--- src/rtl/key_filter_led_if.sv ---
// Key/LED signal bundle between the board-side driver and the key filter.
//   key_in     raw asynchronous key pin (driven by master)
//   key_state  debounced level, 1 = pressed
//   press_flag one-cycle strobe on a confirmed press
//   rel_flag   one-cycle strobe on a confirmed release
//   led_out    LED level, toggles on every press_flag
// Strobe semantics: press_flag and rel_flag are registered and high for
// exactly one sys_clk cycle. They are never high together. There is no
// back-pressure, so the consumer must sample them on every rising edge.
interface key_filter_led_if;
  logic key_in;
  logic key_state;
  logic press_flag;
  logic rel_flag;
  logic led_out;

  modport master (
    output key_in,
    input  key_state,
    input  press_flag,
    input  rel_flag,
    input  led_out
  );

  modport slave (
    input  key_in,
    output key_state,
    output press_flag,
    output rel_flag,
    output led_out
  );
endinterface

--- src/rtl/key_filter_led.sv ---
// Push-button cleaner: 2-FF synchroniser, counter-based debounce FSM,
// one-cycle press/release strobes and an LED that toggles on every press.
// Ports:
//   sys_clk    single system clock, rising edge
//   sys_rst    asynchronous active-high reset
//   key        key_filter_led_if.slave (key_in in, key_state/flags/led out)
//   dbg_state  current debounce FSM state, for observation only
// A new level is accepted once the synchronised key has been sampled at
// that level for CNT_MAX+2 consecutive cycles. The first sample moves the
// FSM into a filter state, and the next CNT_MAX+1 samples count cnt from
// 0 up to CNT_MAX. Any opposite sample drops back and restarts the count.
module key_filter_led #(
  parameter int CNT_MAX        = 999_999,
  parameter bit KEY_ACTIVE_LOW = 1'b1
) (
  input  logic             sys_clk,
  input  logic             sys_rst,
  key_filter_led_if.slave  key,
  output logic [1:0]       dbg_state
);

  localparam int   CW      = $clog2(CNT_MAX + 1);
  localparam logic REL_LVL = KEY_ACTIVE_LOW ? 1'b1 : 1'b0;
  localparam logic [CW-1:0] CNT_TOP = CW'(CNT_MAX);

  typedef enum logic [1:0] {
    IDLE   = 2'd0,
    P_FILT = 2'd1,
    DOWN   = 2'd2,
    R_FILT = 2'd3
  } state_t;

  state_t        state;
  logic [CW-1:0] cnt;
  logic          s1;
  logic          s2;
  logic          press_s;

  // Both synchroniser stages reset to the released level. Otherwise the
  // first cycles after reset could look like a press.
  always_ff @(posedge sys_clk or posedge sys_rst) begin
    if (sys_rst) begin
      s1 <= REL_LVL;
      s2 <= REL_LVL;
    end else begin
      s1 <= key.key_in;
      s2 <= s1;
    end
  end

  // Normalise polarity so the FSM always sees 1 = pressed.
  assign press_s = KEY_ACTIVE_LOW ? ~s2 : s2;

  // Debounce FSM with registered outputs. The flags default to 0 every
  // cycle and are raised only on the acceptance edge. This makes them
  // exactly one cycle wide.
  always_ff @(posedge sys_clk or posedge sys_rst) begin
    if (sys_rst) begin
      state          <= IDLE;
      cnt            <= '0;
      key.key_state  <= 1'b0;
      key.press_flag <= 1'b0;
      key.rel_flag   <= 1'b0;
      key.led_out    <= 1'b0;
    end else begin
      key.press_flag <= 1'b0;
      key.rel_flag   <= 1'b0;
      case (state)
        IDLE: begin
          if (press_s) begin
            state <= P_FILT;
            cnt   <= '0;
          end
        end
        P_FILT: begin
          if (!press_s) begin
            state <= IDLE;
            cnt   <= '0;
          end else if (cnt == CNT_TOP) begin
            // cnt holds at CNT_MAX here and is cleared on the next filter entry.
            state          <= DOWN;
            key.key_state  <= 1'b1;
            key.press_flag <= 1'b1;
            key.led_out    <= ~key.led_out;
          end else begin
            cnt <= cnt + CW'(1);
          end
        end
        DOWN: begin
          if (!press_s) begin
            state <= R_FILT;
            cnt   <= '0;
          end
        end
        R_FILT: begin
          if (press_s) begin
            state <= DOWN;
            cnt   <= '0;
          end else if (cnt == CNT_TOP) begin
            state         <= IDLE;
            key.key_state <= 1'b0;
            key.rel_flag  <= 1'b1;
          end else begin
            cnt <= cnt + CW'(1);
          end
        end
        default: begin
          state <= IDLE;
          cnt   <= '0;
        end
      endcase
    end
  end

  assign dbg_state = state;

endmodule

--- src/flat_wrapper.sv ---
// flat-port wrapper written by rule: the top's interface ports become plain ports
module key_filter_led_flat 
#(
  parameter int CNT_MAX        = 999_999,
  parameter bit KEY_ACTIVE_LOW = 1'b1
)
  (sys_clk, sys_rst, dbg_state, key_key_in, key_key_state, key_press_flag, key_rel_flag, key_led_out);
  key_filter_led_if key_i ();
  input  logic sys_clk;
  input  logic sys_rst;
  output logic [1:0] dbg_state;
  input wire logic [$bits(key_i.key_in)-1:0] key_key_in;
  output wire logic [$bits(key_i.key_state)-1:0] key_key_state;
  output wire logic [$bits(key_i.press_flag)-1:0] key_press_flag;
  output wire logic [$bits(key_i.rel_flag)-1:0] key_rel_flag;
  output wire logic [$bits(key_i.led_out)-1:0] key_led_out;
  assign key_i.key_in = key_key_in;
  assign key_key_state = key_i.key_state;
  assign key_press_flag = key_i.press_flag;
  assign key_rel_flag = key_i.rel_flag;
  assign key_led_out = key_i.led_out;
  key_filter_led #(.CNT_MAX(CNT_MAX), .KEY_ACTIVE_LOW(KEY_ACTIVE_LOW)) u_core (.sys_clk(sys_clk), .sys_rst(sys_rst), .key(key_i), .dbg_state(dbg_state));
endmodule
--- config.mk ---
export PLATFORM = sky130hd
export DESIGN_NAME = key_filter_led_flat
export DESIGN_NICKNAME = d
export VERILOG_FILES = /design/src/rtl/key_filter_led_if.sv /design/src/rtl/key_filter_led.sv /design/src/flat_wrapper.sv
export SDC_FILE = /design/constraint.sdc
export NUM_CORES = 1
export LEC_CHECK = 0
export ABC_AREA = 1
export ABC_CLOCK_PERIOD_IN_PS = 1830
export CORE_MARGIN = 2
export CORE_UTILIZATION = 40
export CTS_BUF_LIST = sky130_fd_sc_hd__clkbuf_8 sky130_fd_sc_hd__clkbuf_16
export DETAILED_ROUTE_END_ITERATION = 16
export GPL_TIMING_DRIVEN = 1
export PLACE_DENSITY_LB_ADDON = 0.08
export RECOVER_POWER = 50
export SETUP_SLACK_MARGIN = 0.3
export SYNTH_ARGS = -nofsm -noshare
export SYNTH_HDL_FRONTEND = slang
export SYNTH_SLANG_ARGS = --single-unit
--- constraint.sdc ---
create_clock -name sys_clk -period 1.83 [get_ports sys_clk]
set_input_delay 0.4575 -clock sys_clk [delete_from_list [all_inputs] [get_ports sys_clk]]
set_output_delay 0.4575 -clock sys_clk [all_outputs]
set_load 0.01 [all_outputs]
After elaboration in Yosys (flattened, before gate mapping) --
Cells that the tools add are included.
Word-level totals: input bits 3, output and inout bits 6, flip-flop bits (word level) 28
Operators by class: equality and inequality tests 12, add/sub/neg operators 1, bitwise gates (word level) 2, muxes and demuxes 23, reductions and logical operators 6
Operators with widths (number):
- 20-bit two-way mux | 5
- 20-bit one-hot mux with 4 select lines | 1
- 20-bit by 1-bit adder with 20-bit output, second input constant | 1
- 20-bit equality test, second input constant | 1
- 2-bit two-way mux | 6
- 1-bit two-way mux | 9
- 2-bit by 1-bit != test with 1-bit output, second input constant | 4
- 2-bit one-hot mux with 4 select lines | 1
- 5-bit AND reduction | 1
- 2-bit equality test, second input constant | 2
- 2-bit != test, second input constant | 2
- 4-bit AND reduction | 1
- 3-bit by 1-bit != test with 1-bit output, second input constant | 1
- 3-bit != test, second input constant | 1
- 3-bit AND reduction | 1
- 2-bit by 1-bit equality test with 1-bit output, second input constant | 1
- 2-bit logical NOT | 1
- 1-bit inverter | 2
- 1-bit one-hot mux with 2 select lines | 1
- 2-bit AND reduction | 1
- 2-bit nonzero test | 1

Logic depth before layout (Yosys ltp) --
word-level depth 4, mapped depth 10, depth with buffers taken out 10

Worst setup path after synthesis --
OpenSTA, ideal clock, no wires.
kind register to register, from reg u_core.cnt[0], to reg u_core.cnt[6], data required time 1.709 ns, cell stages (with the launch flop) 11, clock period less this slack 1.411 ns, arrival time 1.290 ns, path slack 0.419 ns, buffers on the path 0, setup time 0.121 ns, cells stage by stage dfrtp_1 -> ha_1 -> nand2_2 -> nor2_4 -> nand2_2 -> nor2_4 -> nand2_4 -> nand2_1 -> nand2_1 -> nand2_1 -> o21ai_1
Between the ends: longest elaborated chain between the ends 4
RTL lines:
- start, declared | line key_filter_led.sv:34 | logic [CW-1:0] cnt;
- start signal, assigned | line key_filter_led.sv:86 | cnt <= cnt + CW'(1);
- start signal, assigned | line key_filter_led.sv:104 | cnt <= cnt + CW'(1);
- 20-bit by 1-bit adder with 20-bit output or 20-bit equality test (tied branches)
- 20-bit two-way mux (*) | line key_filter_led.sv:79, key_filter_led.sv:99
- 20-bit two-way mux, on equally long branches | line key_filter_led.sv:96, key_filter_led.sv:76
- 20-bit one-hot mux with 4 select lines (*) | line key_filter_led.sv:68 | case (state)
Every way passes the cells marked *; elsewhere a longest branch is shown, timed or not. A chain may end at the register's enable or synchronous reset.

Worst setup path in the final report --
from reg u_core.cnt[0], to reg u_core.cnt[8]
Same word-level chain as after synthesis.

==> summary.md <==
| Metric | Value |
|---|---|
| Slew of the pin with the lowest slew margin | `0.711 ns` |
| Post-synth top cells | `75 x nand2_1, 32 x nor2_1, 26 x dfrtp_1` |
| Final Cycle Share | `81.4%` |
| Sequential area share after synthesis | `39.8%` |
| Max cap viols | `0` |
| Syn-to-layout area delta | `16.7%` |
| Antenna Nets Post-Route | `0` |
| Post-synth net total | `253` |
| Maximum VDD drop | `0.241 mV` |
| Vias | `1549` |
| Critical path required time | `2.00 ns` |
| CTS H-tree depth | `1` |
| Arrival time worst endpoint | `1.66 ns` |
| Initial core utilization | `41.1%` |
| Layout filler cell count | `457` |
| CP Capture Type | `flip-flop` |
| Leading area contributor after synthesis | `dfrtp_1` |
| Status | `completed` |
| Post-synth EDFFs | `0` |
| Die Span Y | `70.4 microns` |
| Minimum clock period | `1.49 ns` |
| CTS Hold Bufs | `0` |
| Post-DR vias/cell | `4.84` |
| Synth Instances | `249` |
| Yosys cell types | `25` |
| Fraction of registers with async set/reset | `100%` |
| TritonCTS Buffers | `3` |
| Num ports | `9` |
| I/O Buffers | `8` |
| Nets | `273` |
| Hold Fails Final Rpt | `0` |
| Crit-path max FO | `5` |
| Drt wl/cell | `12.9 microns` |
| CP startpoint kind | `flip-flop` |
| Vias in the first global route | `1467` |
| Setup_tns | `0 ns` |
| Final WL | `4.14 mm` |
| Clock skew | `0.0111 ns` |
| RD Place Congestion | `0.922` |
| Final hold slack | `0.360 ns` |
| Most common cell in the synthesized netlist | `nand2_1` |
| Pleak | `0.999 nW` |
| Synthesized area per cell | `7.09 sq um` |
| Synth Warn # | `0` |
| Drt first-iter violations | `99` |
| Register Area | `706 sq um` |
| CTS tree | `done` |
| Global-route wire length before repair | `6.89 mm` |
| Aggregate global-route resource usage | `17.5%` |
| Netlist Area Pre-Place | `0.00177 sq mm` |
| Remaining Overflow, GRT | `0` |
| Synth top area cells | `dfrtp_1 37%, nand2_1 16%, nand3_1 7.1%` |
| Root buffer cell | `clkbuf_8` |
| Setup violators final | `0` |
| Yosys top cell area share | `36.9%` |
| Synth Register Bits | `28` |
| RSZ-0062 raised after global routing | `true` |
| Maximum clock path buffer count | `2` |
| Area of the multi-input gates | `948 sq um` |
| Row Count | `24` |
| Largest net degree at the start of global routing | `29` |
| WS Path Type | `reg -> reg` |
| Die area | `0.00496 sq mm` |
| Hold Path Class | `reg -> reg` |
| Pins Over Slew Limit | `0` |
| DRT Pass-1 Iters | `4` |
| CORE AREA | `0.00429 sq mm` |
| Fmax | `671 MHz` |
| Hpwl dp | `3.06 mm` |
| Initial antenna violation count | `0` |
| Synth Flop Type | `dfrtp_1` |
| CTS Sinks | `28` |
| Die X | `70.4 microns` |
| Drc violations | `0` |
| Reg clk slew, reported paths | `0.11 ns` |
| Worst slew margin | `52.6%` |
| Ant. Diodes | `0` |
| Power per standard cell area | `593 mW/mm^2` |
| Clk Latency, worst-skew pair | `0.29 ns` |
| Share of cells above drive strength 1 | `20.5%` |
==> layer usage <==
layer / part of all wire, % / vias up / GRT usage (%)
met2: 47 / 20 / 28.6
li1: - / 815 / -
met5: 0 / - / 0
met3: 2.5 / 7 / 1.73
met4: 1.8 / 0 / 5.98
met1: 49 / 707 / 24.1
==> what timing repair did <==
action                     CTS  global route
pin swaps                    0             2
buffers inserted             2             3
gates resized for setup      7             8
setup endpoints to repair   14            18
==> critical path, stage by stage (launching register included) <==
cell and delay (ns):
dfrtp_2 0.44, ha_4 0.17, nand3_2 0.11, nor2_4 0.22, nand2_2 0.10, nor2_1 0.12
xor2_1 0.16, nor2_1 0.06
==> registers in the layout (all words and copies together) (netlist names), named ones only <==
register and count:
u_core.cnt 20, u_core.s2 1, u_core.dbg_state 1, u_core.s1 1, u_core.key.led_out 1, u_core.key.key_state 1, u_core.key.rel_flag 1, u_core.key.press_flag 1
==> cells by family (layout without fill, tap and decap cells) <==
family / count (synthesis) / after routing / share of synthesized area, %
AND/OR/NAND/NOR: 168 / 168 / 45.6
AO/OA/AOI/OAI: 12 / 12 / 3.54
adder cells (fa/ha/maj): 1 / 1 / 0.709
XOR/XNOR: 5 / 5 / 2.48
flip-flops: 28 / 28 / 39.8
buffers and inverters: 35 / 54 / 7.87
==> final cells by class <==
cell class | count | share of cell area [%]
Timing Repair Buffer | 17 | 6.93
Clock inverter | 1 | 1.46
Clock buffer | 3 | 2.00
Tap cell | 52 | 3.16
Inverter | 33 | 6.14
Sequential cell | 28 | 34.3
Multi-Input combinational cell | 186 | 46.1
==> path summary, 6_finish.rpt <==
kind,startpoint,to,slack (ns),cells past startpoint
min in group asynchronous,sys_rst,u_core.cnt[4],0.79,3
max in group asynchronous,sys_rst,asynchronous set/reset pin,0.54,3
hold reg to reg,u_core.s1,u_core.s2,0.36,0
hold / removal,u_core.s1,u_core.s2,0.36,0
setup reg to reg,u_core.cnt[0],u_core.cnt[8],0.34,7
setup / recovery,u_core.cnt[0],u_core.cnt[8],0.34,7
==> layout by cell type, fill, tap and decap left out, drive strengths merged, types with 5 or more instances in the layout <==
cell type    instances
a21oi                5
buf                  8
dfrtp               26
dlygate4sd2          5
inv                 33
nand2               82
nand3               30
nand4                7
nor2                45
o21ai                6
==> per-stage QoR <==
stage	cells	power, mW	utilization [%]	worst slack [ns]	area [sq um]
2_1_floorplan	249	0.691	-	0.419	1770
3_3_place_gp	311	0.718	44.8	0.278	1930
3_5_place_dp	311	0.718	44.8	0.270	1930
4_1_cts	317	1.24	46.8	0.181	2010
5_1_grt	320	1.26	48.0	0.251	2060
6_report	320	1.22	48.0	0.340	2060
==> report_power, final <==
group	total [mW]	internal, mW	switching [mW]
combinational	0.0766	0.0231	0.0535
sequential	0.635	0.628	0.00767
clock	0.510	0.293	0.216
(Power assumes the default switching activity.)
